**src/rtl/arith_ctrl_pkg.sv**
```systemverilog
// arith_ctrl_pkg: op encodings, FSM states and flag bit positions shared by the arbiter and datapath
package arith_ctrl_pkg;
  localparam logic [1:0] OP_ADD = 2'b00;
  localparam logic [1:0] OP_SUB = 2'b01;
  localparam logic [1:0] OP_CMP = 2'b10;
  localparam logic [1:0] OP_NOP = 2'b11;
  localparam int FLAG_GT = 2;
  localparam int FLAG_EQ = 1;
  localparam int FLAG_LT = 0;
  typedef enum logic [1:0] {
    ST_IDLE = 2'd0,
    ST_EXEC = 2'd1,
    ST_RESP = 2'd2
  } state_t;
endpackage

```
**src/rtl/arith_compare_top.sv**
```systemverilog
// arith_compare_top: combinational 4-bit add/subtract/compare datapath with compare flags
module arith_compare_top
  import arith_ctrl_pkg::*;
(
  input  logic [3:0] i_a,
  input  logic [3:0] i_b,
  input  logic [1:0] i_ctrl,
  output logic [3:0] o_result,
  output logic [2:0] o_flags
);
  // flags are always produced; result is chosen by the op, carry/borrow dropped
  always_comb begin
    o_flags = '0;
    o_flags[FLAG_GT] = i_a > i_b;
    o_flags[FLAG_EQ] = i_a == i_b;
    o_flags[FLAG_LT] = i_a < i_b;
    o_result = i_ctrl == OP_ADD ? i_a + i_b :
               i_ctrl == OP_SUB ? i_a - i_b :
               i_ctrl == OP_CMP ? {1'b0, o_flags} : 4'd0;
  end
endmodule

```
**src/rtl/arith_share_arbiter.sv**
```systemverilog
// arith_share_arbiter: round-robin sharing of one arithmetic datapath between two requesters
module arith_share_arbiter
  import arith_ctrl_pkg::*;
(
  input  logic       clk,
  input  logic       rst,
  input  logic [1:0] req_valid,
  output logic [1:0] req_ready,
  input  logic [3:0] req0_a,
  input  logic [3:0] req0_b,
  input  logic [1:0] req0_op,
  input  logic [3:0] req1_a,
  input  logic [3:0] req1_b,
  input  logic [1:0] req1_op,
  output logic       rsp_valid,
  input  logic       rsp_ready,
  output logic       rsp_id,
  output logic [3:0] rsp_result,
  output logic [2:0] rsp_flag,
  output logic       busy,
  output logic [7:0] done_count
);
  state_t     r_state;
  state_t     w_next;
  logic       r_last_grant;
  logic [3:0] r_a;
  logic [3:0] r_b;
  logic [1:0] r_op;
  logic       r_id;
  logic       w_sel;
  logic [3:0] w_result;
  logic [2:0] w_flags;

  arith_compare_top u_dp (
    .i_a      (r_a),
    .i_b      (r_b),
    .i_ctrl   (r_op),
    .o_result (w_result),
    .o_flags  (w_flags)
  );

  assign w_sel     = req_ready[1];
  assign rsp_valid = r_state == ST_RESP;
  assign busy      = r_state != ST_IDLE;

  // state register
  always_ff @(posedge clk) begin
    if (rst) r_state <= ST_IDLE;
    else r_state <= w_next;
  end

  // grant only in IDLE; the requester not granted last time wins a tie
  always_comb begin
    req_ready = '0;
    w_next = r_state;
    unique case (r_state)
      ST_IDLE: begin
        req_ready[0] = req_valid[0] & (~req_valid[1] | r_last_grant);
        req_ready[1] = req_valid[1] & (~req_valid[0] | ~r_last_grant);
        w_next = |(req_valid & req_ready) ? ST_EXEC : ST_IDLE;
      end
      ST_EXEC: w_next = ST_RESP;
      ST_RESP: w_next = rsp_ready ? ST_IDLE : ST_RESP;
      default: w_next = ST_IDLE;
    endcase
  end

  // operand capture on grant, response capture in EXEC, completion counting
  always_ff @(posedge clk) begin
    if (rst) begin
      r_last_grant <= 1'b1;
      r_a          <= '0;
      r_b          <= '0;
      r_op         <= OP_NOP;
      r_id         <= 1'b0;
      rsp_id       <= 1'b0;
      rsp_result   <= '0;
      rsp_flag     <= '0;
      done_count   <= '0;
    end else begin
      if (r_state == ST_IDLE && |req_ready) begin
        r_id         <= w_sel;
        r_last_grant <= w_sel;
        r_a          <= w_sel ? req1_a : req0_a;
        r_b          <= w_sel ? req1_b : req0_b;
        r_op         <= w_sel ? req1_op : req0_op;
      end
      if (r_state == ST_EXEC) begin
        rsp_id     <= r_id;
        rsp_result <= w_result;
        rsp_flag   <= w_flags;
      end
      if (rsp_valid && rsp_ready) done_count <= done_count + 8'd1;
    end
  end
endmodule
```
**config.mk**
```make
export PLATFORM = sky130hd
export DESIGN_NAME = arith_share_arbiter
export DESIGN_NICKNAME = d
export VERILOG_FILES = /design/src/rtl/arith_ctrl_pkg.sv /design/src/rtl/arith_compare_top.sv /design/src/rtl/arith_share_arbiter.sv
export SDC_FILE = /design/constraint.sdc
export NUM_CORES = 1
export LEC_CHECK = 0
export ABC_CLOCK_PERIOD_IN_PS = 2800
export BUFFER_PORTS_ARGS = -buffer_cell sky130_fd_sc_hd__buf_2
export CAP_MARGIN = 20
export CORE_MARGIN = 2
export CORE_UTILIZATION = 55
export CTS_CLUSTER_SIZE = 30
export DETAILED_ROUTE_END_ITERATION = 16
export PLACE_DENSITY_LB_ADDON = 0.25
export SLEW_MARGIN = 20
export SYNTH_ARGS = -nofsm -noshare
export SYNTH_HDL_FRONTEND = slang
export SYNTH_SLANG_ARGS = --single-unit
```
**constraint.sdc**
```tcl
create_clock -name clk -period 2.8 [get_ports clk]
set_clock_uncertainty 0.05 [all_clocks]
set_input_delay 0.28 -clock clk [delete_from_list [all_inputs] [get_ports clk]]
set_output_delay 0.28 -clock clk [all_outputs]
set_load 0.03 [all_outputs]
```
; Yosys cells after proc, flatten, opt, wreduce, memory -nomap -nowiden
; Index checks and enable logic that the tools add are counted.
[totals]
ff_bits = 30
inputBits = 25
out_inout_bits = 20
word_cells = 45
[op_classes]
add_sub_neg = 3
magnitude_cmp = 2
eq_ne = 5
mux = 10
n_bitwise = 8
n_reduce_logical = 7
[ops]
columns = operator, n
row1 = $mux W4, 4
row2 = $add A8 B1 Y8 const B, 1
row3 = $mux W2, 3
row4 = $pmux W2 S3, 1
row5 = $add A4 B4 Y4, 1
row6 = $eq A2 B1 Y1 const B, 2
row7 = $eq A2 B2 Y1 const B, 2
row8 = $eq A4 B4 Y1, 1
row9 = $gt A4 B4 Y1, 1
row10 = $logic_not A2 Y1, 2
row11 = $lt A4 B4 Y1, 1
row12 = $reduce_or A2 Y1, 2
row13 = $sub A4 B4 Y4, 1
row14 = $mux W3, 1
row15 = $not A1 Y1, 3
row16 = $and A1 B1 Y1, 2
row17 = $and A2 B2 Y2, 1
row18 = $logic_and A1 B1 Y1, 2
row19 = $or A1 B1 Y1, 2
row20 = $reduce_bool A2 Y1, 1
row21 = $mux W1, 1

; Logic depth before layout (Yosys ltp)
; Gate-level depths: netlist (run 1).
[depth]
ltp_word = 7
depth_mapped = 7
mapped_depth_nobuf = 7

; Cells and area by module
; Synthesis (run 1) repeated with hierarchy kept, for this count alone.
[unflattened]
cells_unflattened = 198
hier_area_um2 = 1686.6
[by_module_without_submodules]
columns = module, n_inst, cells_each, area_each_um2, seq_area_each_um2
row1 = arith_share_arbiter, 1, 159, 1353.8, 600.6
row2 = arith_compare_top, 1, 39, 332.8, 0.0

; Worst setup path before layout (run 1)
; No wires, ideal clock.
[synth_timing]
kind = register to register
startpoint = register r_a[0]
endpoint = register rsp_result[2]
setup_time_ps = 88
arrival_ps = 1782
t_required_ps = 2662
setup_slack_ps = 880
path_stages_with_launch = 7
path_buffers = 0
synth_period_minus_slack_ps = 1920
path_cell_list = dfxtp_1 -> inv_1 -> ha_1 -> fa_1 -> o21a_1 -> or3b_1 -> a311oi_2
[synth_via]
elab_chain_len = 4
elab_cells_between_ends = 6
cone_classes = add/sub (2) / order compare (1) / mux (3)
[synth_lines]
columns = item, line_no
row1 = from (decl), arith_share_arbiter.sv:26  ; logic [3:0] r_a;
row2 = from (signal assigned), arith_share_arbiter.sv:84  ; r_a <= w_sel ? req1_a : req0_a;
row3 = $gt A4 B4 Y1, arith_compare_top.sv:14  ; o_flags[FLAG_GT] = i_a > i_b;
row4 = $mux W3, arith_compare_top.sv:19  ; i_ctrl == OP_CMP ? {1'b0, o_flags} : 4'd0;
row5 = $mux W4, arith_compare_top.sv:18  ; i_ctrl == OP_SUB ? i_a - i_b :
row6 = $mux W4 *, arith_compare_top.sv:17  ; o_result = i_ctrl == OP_ADD ? i_a + i_b :
row7 = to (signal assigned), arith_share_arbiter.sv:90  ; rsp_result <= w_result;
row8 = to (decl), arith_share_arbiter.sv:18  ; output logic [3:0] rsp_result,
; Mark *: on every way between the ends. The rest lies on a longest branch, timed or not.
; A chain may end at the register's enable or synchronous reset.

; Worst setup path after layout (run 1)
[layout_timing]
startpoint = register r_state[1]
endpoint = output port req_ready[1]
[layout_via]
elab_chain_len = 2
[layout_lines]
columns = item, line_no
row1 = from (decl), arith_share_arbiter.sv:23  ; state_t r_state;
row2 = from (signal assigned), arith_share_arbiter.sv:49  ; else r_state <= w_next;
row3 = $logic_not A2 Y1, arith_share_arbiter.sv:56  ; unique case (r_state)
row4 = $mux W2, arith_share_arbiter.sv:56
row5 = to (decl), arith_share_arbiter.sv:8  ; output logic [1:0] req_ready,
; No other way between the ends.

==> reports/qor.csv, run 1 <==
metric;value;unit
Initial Utilization;0.5743;
synthesized instance count;186;
largest cells by area after synthesis;dfxtp_1 39%, nand2_1 7.0%, ha_1 6.4%, nor2_1 6.3%, a311oi_1 4.5%;
worst-case register-to-register setup slack;0.74;ns
max-slew violations;0;
amount of wire on met2 after detailed routing;1.556;mm
Post-CTS Hold Buffers;0;
Fin Setup TNS;0;ns
detail-routed net length per standard cell;12.77;um
combinational family with the most area after synthesis;simple AND/OR/NAND/NOR gates;
adder and majority gate portion of the synthesized area;0.09003;
flip-flop and latch count after synthesis;30;
critical hold path startpoint;req0_op[1];
status;finished, final reports clean;
CTS Buf Count;5;
number of DRC violations after detailed routing;0;
maximum number of pins on one net before global-route repair;32;
placeable core region;0.002710;mm2
H-tree lvl count;2;
destination of the worst hold path;r_op[1];
wire length of the first global-routing pass;5.720;mm
unrepaired setup endpoints after global routing;false;
f_max;477.6;MHz
list of most frequent post-synthesis cells;30 x dfxtp_1, 29 x nand2_1, 26 x nor2_1, 10 x inv_1, 9 x a21oi_1;
EDFF count, synth;0;
Syn Nets;221;
area share of the largest cell type after synthesis;0.3859;
die width;57.20;um
predominant post-synthesis flop cell;dfxtp_1;
GP Congestion;0.8958;
die footprint;0.003271;mm2
clock insertion delay at the later pin of the skew report;0.33;ns
Post-Route M1 WL;1.485;mm
YS warnings;0;
end of the worst register-to-register path;rsp_result[2];
Longest Clk Path Bufs;2;
xor-xnor portion of the synthesized cell area;0.03939;
kind of end point of the critical path;primary output;
share of final-layout standard cells stronger than drive strength 1;0.2456;
netlist area before placement;0.001556;mm2
power per unit of standard cell area;619.4;mW/mm2
Antenna Diode Count;0;
Post-Synthesis Mean Instance Area;8.368;um2
number of cells traversed by the worst hold path;3;
sequential cell area fraction in the yosys report;0.3859;
Data required, critical path;2.47;ns
final standard cell utilization of the core;0.6796;
initial antenna violation count;0;
depth of the most critical reg-to-reg path;6;
post-synthesis mux area share;0.01929;
CP Max Fanout;12;
Iteration-0 DRC Markers;43;
final hold violations;0;
fraction of the cycle the final worst path needs;0.7479;
root buffer cell;clkbuf_4;
number of nets at the end of the flow;263;
count of vias placed by the detailed router;1394;
Synth area leader;dfxtp_1;
synth-to-layout area growth;18.33;%
Leak;0.8712;nW
final wirelength;3.307;mm
antenna-violating nets left;0;
Yosys cell types;36;
count of port buffers added during placement;44;
max_cap viols;0;
CTS tree;done;
via count of the first global-routing pass;1323;
final period demand of the worst path;2.094;ns
number of filler cells placed in the layout;261;
post-synthesis simple-gate area fraction;0.2532;
clock transition at the registers of the reported paths;0.10;ns
Final Hold Slack;0.1008;ns
DR WL met3;214;um
Max-slew headroom;0.5917;
async set-reset flop share out of synthesis;0;
Worst setup SP type;flip-flop;
total power of the final layout;0.001141;W
Post-CTS Setup Bufs;0;
actual transition at the worst max-transition pin;0.6111;ns
leading cell type by number of instances after synthesis;dfxtp_1;
Overall Global Routing Usage;0.2264;
Hold Path Class;input pin to flip-flop;
clock tree sinks;30;
FP Rows;19;
Initial DRT Pass Iterations;4;
startpoint of the worst register-to-register path;r_a[0];
io pins;45;
# setup viols final;0;
grt ovf;0;
CTS-repair resized insts;0;
critical path data arrival time;1.76;ns
worst-case vdd ir drop;579.3;uV
Top Layer Used;met4;
Via-to-Cell Ratio;5.382;
DP HPWL;2.572;mm
crit path kind;flip-flop to primary output;
share of the synthesized area in compound gates (AO/OA/AOI/OAI);0.1479;
height of the die;57.20;um
[metal layers]
| layer | global-route usage | vias to the layer above |
|---|---|---|
| met5 | 0 | - |
| met3 | 0.07483 | 6 |
| met1 | 0.2726 | 624 |
| li1 | - | 717 |
| met2 | 0.3842 | 47 |
| met4 | 0.06977 | 0 |
[state kept, by name (all words and copies together) (netlist names)]
register / cells
r_id: 1
rsp_id: 1
rsp_result: 4
r_b: 4
rsp_flag: 3
r_op: 2
r_last_grant: 1
r_state: 2
r_a: 4
done_count: 8
[critical path, cell delays in order (launching register included)]
cell,delay [ns]
dfxtp_1,0.34
nor2_1,0.24
nand3_1,0.11
buf_4,0.19
inv_1,0.28
buf_2,0.27
[per-stage QoR]
step           cell area (um2)  setup WS (ns)  cells
2_1_floorplan             1556         0.8799    186
3_3_place_gp              1760         0.8340    252
3_5_place_dp              1760         0.7596    252
4_1_cts                   1842         0.7082    259
5_1_grt                   1842         0.5350    259
6_report                  1842         0.7060    259
[layout by cell type (no fill, tap or decap), drive strengths merged, types with 8 or more instances in the layout]
cell and count:
a21oi 9, a311oi 9, buf 45, dfxtp 30
ha 8, inv 10, nand2 29, nor2 26
[power breakdown]
part | switching [W] | total, W | internal (W)
clock network | 0.000149 | 0.000356 | 0.000208
logic | 0.000177 | 0.000292 | 0.000114
registers | 0.0000304 | 0.000493 | 0.000462
total | 0.000356 | 0.00114 | 0.000784
[kinds of logic (layout without fill, tap and decap cells)]
kind of cell,count (synthesis),after routing
adders and majority gates,10,10
xor gates and xnor gates,7,7
DFF,30,30
buffers and inverters,20,62
muxes,3,3
AOI/OAI and AO/OA,33,33
and+or+nand+nor,83,83
[final cells by class]
class                      instances  area, um2  area share
clock buffer                       6      51.30     0.02785
clock inverter                     1      30.03     0.01630
inverter                          10      37.54     0.02038
multi-input combinational        136      855.8      0.4647
sequential                        30      600.6      0.3261
tap                               31      38.79     0.02106
timing repair buffer              45      227.7      0.1236
[worst max-delay path by stage]
stage                    endpoint        from  slack, ns  cells after the start
detailed placement  rsp_result[2]      r_a[0]       0.76                      6
floorplan           rsp_result[2]      r_a[0]       0.88                      6
global placement    rsp_result[2]      r_a[0]       0.83                      6
finish               req_ready[1]  r_state[1]       0.71                      5
CTS                  req_ready[1]  r_state[1]       0.71                      5
global route         req_ready[1]  r_state[1]       0.54                      5
Note: power is estimated with default switching activity, not from simulation.
==> run 2, diff against run 1 <==
Settings changed: ABC_CLOCK_PERIOD_IN_PS 2800 to 1900, CORE_UTILIZATION 55 to 46.
Clock period 2.8 ns to 1.9 ns, I/O delays scaled along.
==> run 2 against run 1 <==
Net effect:
- the flow now finishes with violations (negative setup slack)
- cell count increased by 9.7%
- register-to-register slack worse by 0.75 ns
- sequential share of layout area decreased by 2.0 points
- critical path type is now flip-flop to flip-flop
- sequential cell count did not move
- setup slack worse by 0.72 ns
- routed wire length rose by 1.6%
- non-clock buffer count is 9 higher
- critical endpoint is now rsp_result[2]
- first-iteration DRC count is 26% higher
- clock power grew 40%
==> reports/qor.csv, run 2 (synthesis results as in run 1) <==
metric;value;unit;change
leading cell type in the layout, fill and taps excluded;buf_2;;
# setup viols final;1;;+1
number of flip-flops under the largest register name;8;;unchanged
via count of the first global-routing pass;1359;;+2.7%
final hold violations;0;;unchanged
slowest library cell on the worst path;dfxtp_4;;
Longest Clk Path Bufs;2;;unchanged
worst setup slack after layout;-0.009356;ns;-0.7154 ns
Leak;0.9191;nW;+5.5%
H-tree lvl count;2;;unchanged
clock insertion delay at the later pin of the skew report;0.33;ns;about the same
Initial Utilization;0.4739;;-0.1004
worst-case register-to-register setup slack;-0.009;ns;-0.75 ns
initial antenna violation count;0;;unchanged
Cell Count, Final, Fillers Out;284;;+9.7%
depth of the most critical reg-to-reg path;6;;unchanged
Antenna Diode Count;0;;unchanged
Hold Path Class;input pin to flip-flop;;
FP Rows;21;;+2
clock tree sinks;30;;unchanged
status;complete, but fails checks;;
commonest non-fill, non-tap cells in the layout;44 x buf_2, 29 x nand2_1, 28 x dfxtp_1;;
Overall Global Routing Usage;0.1886;;-0.03783
crit-path cells;inv_4, ha_4, fa_2, o21a_1, or3b_1, a311oi_2;;
largest stage delay on the critical path;0.39;ns;+0.05 ns
number of placed instances, taps included;272;;+7.9%
clock transition at the registers of the reported paths;0.09;ns;about the same
end of the worst register-to-register path;rsp_result[2];;
number of filler cells placed in the layout;314;;+20%
violations in the final reports;negative setup slack;;
height of the die;62.17;um;+8.7%
io pins;45;;unchanged
number of buffer and inverter stages on the critical path;1;;-2
die footprint;0.003865;mm2;+18%
CTS Buf Count;5;;unchanged
worst-case vdd ir drop;393.8;uV;-32%
f_max;523.7;MHz;
Data required, critical path;2.10;ns;-0.37 ns
final period demand of the worst path;1.909;ns;
actual transition at the worst max-transition pin;0.5589;ns;-0.05224 ns
number of cells traversed by the worst hold path;3;;unchanged
unrepaired setup endpoints after global routing;true;;
Worst setup SP type;flip-flop;;
power per unit of standard cell area;873.6;mW/mm2;+41%
root buffer cell;clkbuf_4;;
die width;62.17;um;+8.7%
register containing the most flip-flops in the final layout;done_count;;
number of DRC violations after detailed routing;0;;unchanged
fraction of the cycle the final worst path needs;1.005;;
max_cap viols;0;;unchanged
wire length of the first global-routing pass;5.996;mm;+4.8%
CP Max Fanout;3;;-9
synth-to-layout area growth;27.57;%;
grt ovf;0;;unchanged
worst slack, placed;-0.02588;ns;-0.7855 ns
count of port buffers added during placement;44;;unchanged
Via-to-Cell Ratio;4.898;;-9.0%
Final Hold Slack;0.04864;ns;-0.05211 ns
Iteration-0 DRC Markers;54;;+26%
critical hold path startpoint;req0_op[1];;
placeable core region;0.003284;mm2;+21%
critical path data arrival time;2.10;ns;+0.34 ns
CTS tree;done;;
crit path kind;flip-flop to flip-flop;;
delay-heaviest family, CP;adder cells;;
GP Congestion;0.9014;;+0.63%
detail-routed net length per standard cell;11.83;um;-7.3%
DP HPWL;2.485;mm;-3.4%
count of vias placed by the detailed router;1391;;-0.22%
kind of end point of the critical path;flip-flop;;
startpoint of the worst register-to-register path;r_a[0];;
Initial DRT Pass Iterations;4;;unchanged
final wirelength;3.361;mm;+1.6%
maximum number of pins on one net before global-route repair;32;;unchanged
share of final-layout standard cells stronger than drive strength 1;0.3319;;+0.08632
max-slew violations;0;;unchanged
Max-slew headroom;0.6274;;+0.03566
antenna-violating nets left;0;;unchanged
number of nets at the end of the flow;272;;+3.4%
destination of the worst hold path;r_op[1];;
Post-CTS Hold Buffers;0;;unchanged
==> run 2: per-layer routing <==
layer | part of all wire | global-route usage | up-vias
li1 | - | - | 733
met1 | 0.47 | 0.2415 | 604
met2 | 0.45 | 0.3071 | 52
met3 | 0.079 | 0.07246 | 2
met4 | 0.0045 | 0.03333 | 0
met5 | 0 | 0 | -
==> run 2: worst max path at each step <==
stage	start	end	depth (start not counted)
floorplan	r_a[0]	rsp_result[2]	6
global route	r_a[0]	rsp_result[2]	6
finish	r_a[0]	rsp_result[2]	6
detailed placement	r_b[0]	rsp_result[2]	7
CTS	r_b[0]	rsp_result[2]	7
global placement	r_a[0]	rsp_result[2]	6
==> run 2: worst register-to-register path, delay by kind of cell (launching register included) <==
| family | cells | cell delay (ns) |
|---|---|---|
| compound gates | 2 | 0.46 |
| fa+ha+maj | 2 | 0.53 |
| buf+inv | 1 | 0.04 |
| flops | 1 | 0.39 |
| simple gates | 1 | 0.36 |
==> run 2: layout make-up <==
type                            instances  area (um2)  area share
Clock inverter                          3       40.04     0.02016
Sequential cell                        30       608.1      0.3062
Tap cell                               46       57.56     0.02899
Inverter                               10       43.79     0.02205
Timing Repair Buffer                   54       295.3      0.1487
Multi-Input combinational cell        136       903.4      0.4549
Clock buffer                            5       37.54     0.01890
==> run 2: timing repair <==
item | in CTS | in global routing
setup buffers | 1 | 3
setup endpoints to repair | 1 | 4
cloned | 0 | 0
pin swaps | 4 | 4
resized for setup | 6 | 12
==> run 2: where the power goes <==
part | switching (W) | internal (W)
logic | 0.000282 | 0.000226
registers | 0.0000475 | 0.000682
clock network | 0.000224 | 0.000272
total | 0.000554 | 0.00118
==> run 2: metrics by stage <==
step	total power [W]	util	area (um2)	TNS [ns]
global route	0.001852	0.6046	1986	-0.05607
finish	0.001735	0.6046	1986	-0.009356
floorplan	0.001066	-	1559	0
detailed placement	0.001196	0.5539	1819	-0.02588
CTS	0.001716	0.5851	1922	0
global placement	0.001188	0.5539	1819	0
==> run 3, diff against run 2 <==
Settings changed: SKIP_LAST_GASP from default to 1.
==> run 3 against run 2 <==
Net effect:
- the flow still finishes with violations (negative setup slack)
- final area is 0.13% lower
- non-clock buffer count stayed put
- first-iteration DRC count stayed put
- clock power hardly changed
- critical path type unchanged
- largest power group unchanged
==> reports/qor.csv, run 3 (synthesis results as in run 1) <==
metric;value;unit;change
Post-CTS Hold Buffers;0;;unchanged
GP Congestion;0.9014;;unchanged
Via-to-Cell Ratio;4.898;;unchanged
# setup viols final;1;;unchanged
Fin Setup TNS;-0.01488;ns;-0.005521 ns
number of filler cells placed in the layout;314;;unchanged
worst setup slack after layout;-0.01488;ns;-0.005521 ns
Hold Path Class;input pin to flip-flop;;
Initial Utilization;0.4739;;unchanged
worst-case register-to-register setup slack;-0.01;ns;about the same
count of vias placed by the detailed router;1391;;unchanged
detail-routed net length per standard cell;11.84;um;about the same
crit path kind;flip-flop to flip-flop;;
Iteration-0 DRC Markers;54;;unchanged
actual transition at the worst max-transition pin;0.5589;ns;unchanged
height of the die;62.17;um;unchanged
clock tree sinks;30;;unchanged
end of the worst register-to-register path;rsp_result[2];;
commonest non-fill, non-tap cells in the layout;44 x buf_2, 29 x nand2_1, 28 x dfxtp_1;;
Leak;0.9185;nW;about the same
f_max;522.2;MHz;-0.29%
startpoint of the worst register-to-register path;r_a[0];;
violations in the final reports;negative setup slack;;
share of final-layout standard cells stronger than drive strength 1;0.3319;;unchanged
NetSw;0.0005528;W;-0.14%
kind of end point of the critical path;flip-flop;;
H-tree lvl count;2;;unchanged
Gate power share;0.293;;about the same
final period demand of the worst path;1.915;ns;+0.005521 ns
CTS tree;done;;
FP Rows;21;;unchanged
initial antenna violation count;0;;unchanged
die width;62.17;um;unchanged
worst-case vdd ir drop;393.2;uV;-0.17%
io pins;45;;unchanged
Antenna Diode Count;0;;unchanged
clock insertion delay at the later pin of the skew report;0.33;ns;about the same
die footprint;0.003865;mm2;unchanged
unrepaired setup endpoints after global routing;true;;
register containing the most flip-flops in the final layout;done_count;;
max-slew violations;0;;unchanged
grt ovf;0;;unchanged
synth-to-layout area growth;27.41;%;
final hold violations;0;;unchanged
Overall Global Routing Usage;0.1886;;unchanged
delay-heaviest family, CP;adder cells;;
fraction of the cycle the final worst path needs;1.008;;+0.002906
critical path data arrival time;2.11;ns;about the same
Placed Area;0.001819;mm2;unchanged
internal power summed over all cells;0.001181;W;about the same
Final Hold Slack;0.04864;ns;unchanged
count of port buffers added during placement;44;;unchanged
clock transition at the registers of the reported paths;0.09;ns;about the same
number of nets at the end of the flow;272;;unchanged
Data required, critical path;2.10;ns;about the same
power share of the sequential group;0.421;;about the same
final wirelength;3.362;mm;about the same
via count of the first global-routing pass;1359;;unchanged
status;complete, but fails checks;;
Initial DRT Pass Iterations;4;;unchanged
CTS Buf Count;5;;unchanged
Storage cell area;608.1;um2;unchanged
number of DRC violations after detailed routing;0;;unchanged
Clock power frac;0.287;;about the same
largest stage delay on the critical path;0.38;ns;about the same
power per unit of standard cell area;874.0;mW/mm2;about the same
maximum number of pins on one net before global-route repair;32;;unchanged
destination of the worst hold path;r_op[1];;
final standard cell area without fillers;0.001983;mm2;-0.13%
Worst setup SP type;flip-flop;;
slowest library cell on the worst path;dfxtp_4;;
number of cells traversed by the worst hold path;3;;unchanged
Longest Clk Path Bufs;2;;unchanged
max_cap viols;0;;unchanged
Max-slew headroom;0.6274;;unchanged
total area of multi-input combinational cells;903.4;um2;unchanged
placeable core region;0.003284;mm2;unchanged
DP HPWL;2.485;mm;unchanged
number of buffer and inverter stages on the critical path;1;;unchanged
root buffer cell;clkbuf_4;;
antenna-violating nets left;0;;unchanged
number of flip-flops under the largest register name;8;;unchanged
crit-path cells;inv_2, ha_4, fa_2, o21a_1, or3b_1, a311oi_2;;
CP Max Fanout;3;;unchanged
leading cell type in the layout, fill and taps excluded;buf_2;;
critical hold path startpoint;req0_op[1];;
wire length of the first global-routing pass;5.996;mm;unchanged
depth of the most critical reg-to-reg path;6;;unchanged
fraction of power spent switching nets;0.3189;;about the same
## run 3: cell types whose count changed in the layout (fill, tap and decap cells not counted)
cell | previous run | this run
inv_2 | 1 | 2
inv_4 | 1 | 0
## run 3: metrics by stage
stage	total power, W	std cells	setup WS (ns)	util
6_report	0.001733	284	-0.01488	0.6038
4_1_cts	0.001716	281	0.007606	0.5851
5_1_grt	0.001850	284	-0.05764	0.6038
3_3_place_gp	0.001188	272	0.02464	0.5539
3_5_place_dp	0.001196	272	-0.02588	0.5539
2_1_floorplan	0.001066	186	0.04024	-
## run 3: repair_timing
action | in CTS | in global routing
setup endpoints to repair | 1 | 4
resized for setup | 6 | 11
setup buffers | 1 | 3
pin swaps | 4 | 4
## run 3: metal layers
metal / up-vias / track usage / wire length (um)
met5: - / 0 / 0
met4: 0 / 0.03333 / 15
met3: 2 / 0.07246 / 267
met2: 52 / 0.3071 / 1500
met1: 604 / 0.2415 / 1578
li1: 733 / - / -
## run 3: worst max-delay path by stage
stage	from	end	slack, ns	depth (start not counted)
final	r_a[0]	rsp_result[2]	-0.01	6
after detailed placement	r_b[0]	rsp_result[2]	-0.03	7
after global placement	r_a[0]	rsp_result[2]	0.02	6
after CTS	r_b[0]	rsp_result[2]	0.008	7
after global routing	r_a[0]	rsp_result[2]	-0.06	6
after floorplan	r_a[0]	rsp_result[2]	0.04	6
## run 3: area by class of cell
class                           instances  share of cell area
Clock buffer                            5             0.01893
Clock inverter                          3             0.02019
Inverter                               10             0.02082
Multi-Input combinational cell        136              0.4555
Sequential cell                        30              0.3066
Tap cell                               46             0.02902
Timing Repair Buffer                   54              0.1489
## run 3: power groups by stage
stage	clock (W)	combinational, W	sequential (W)
final	0.000497	0.000508	0.000729
after global routing	0.000548	0.000565	0.000738
after CTS	0.000511	0.000481	0.000725
after detailed placement	0	0.000460	0.000736
after global placement	0	0.000454	0.000734
after floorplan	0	0.000306	0.000760
## run 3: tightest hold or removal path, delay by kind of cell
kind	cells	cell delay, ns
AND/OR/NAND/NOR	2	0.13
buffers and inverters	1	0.08
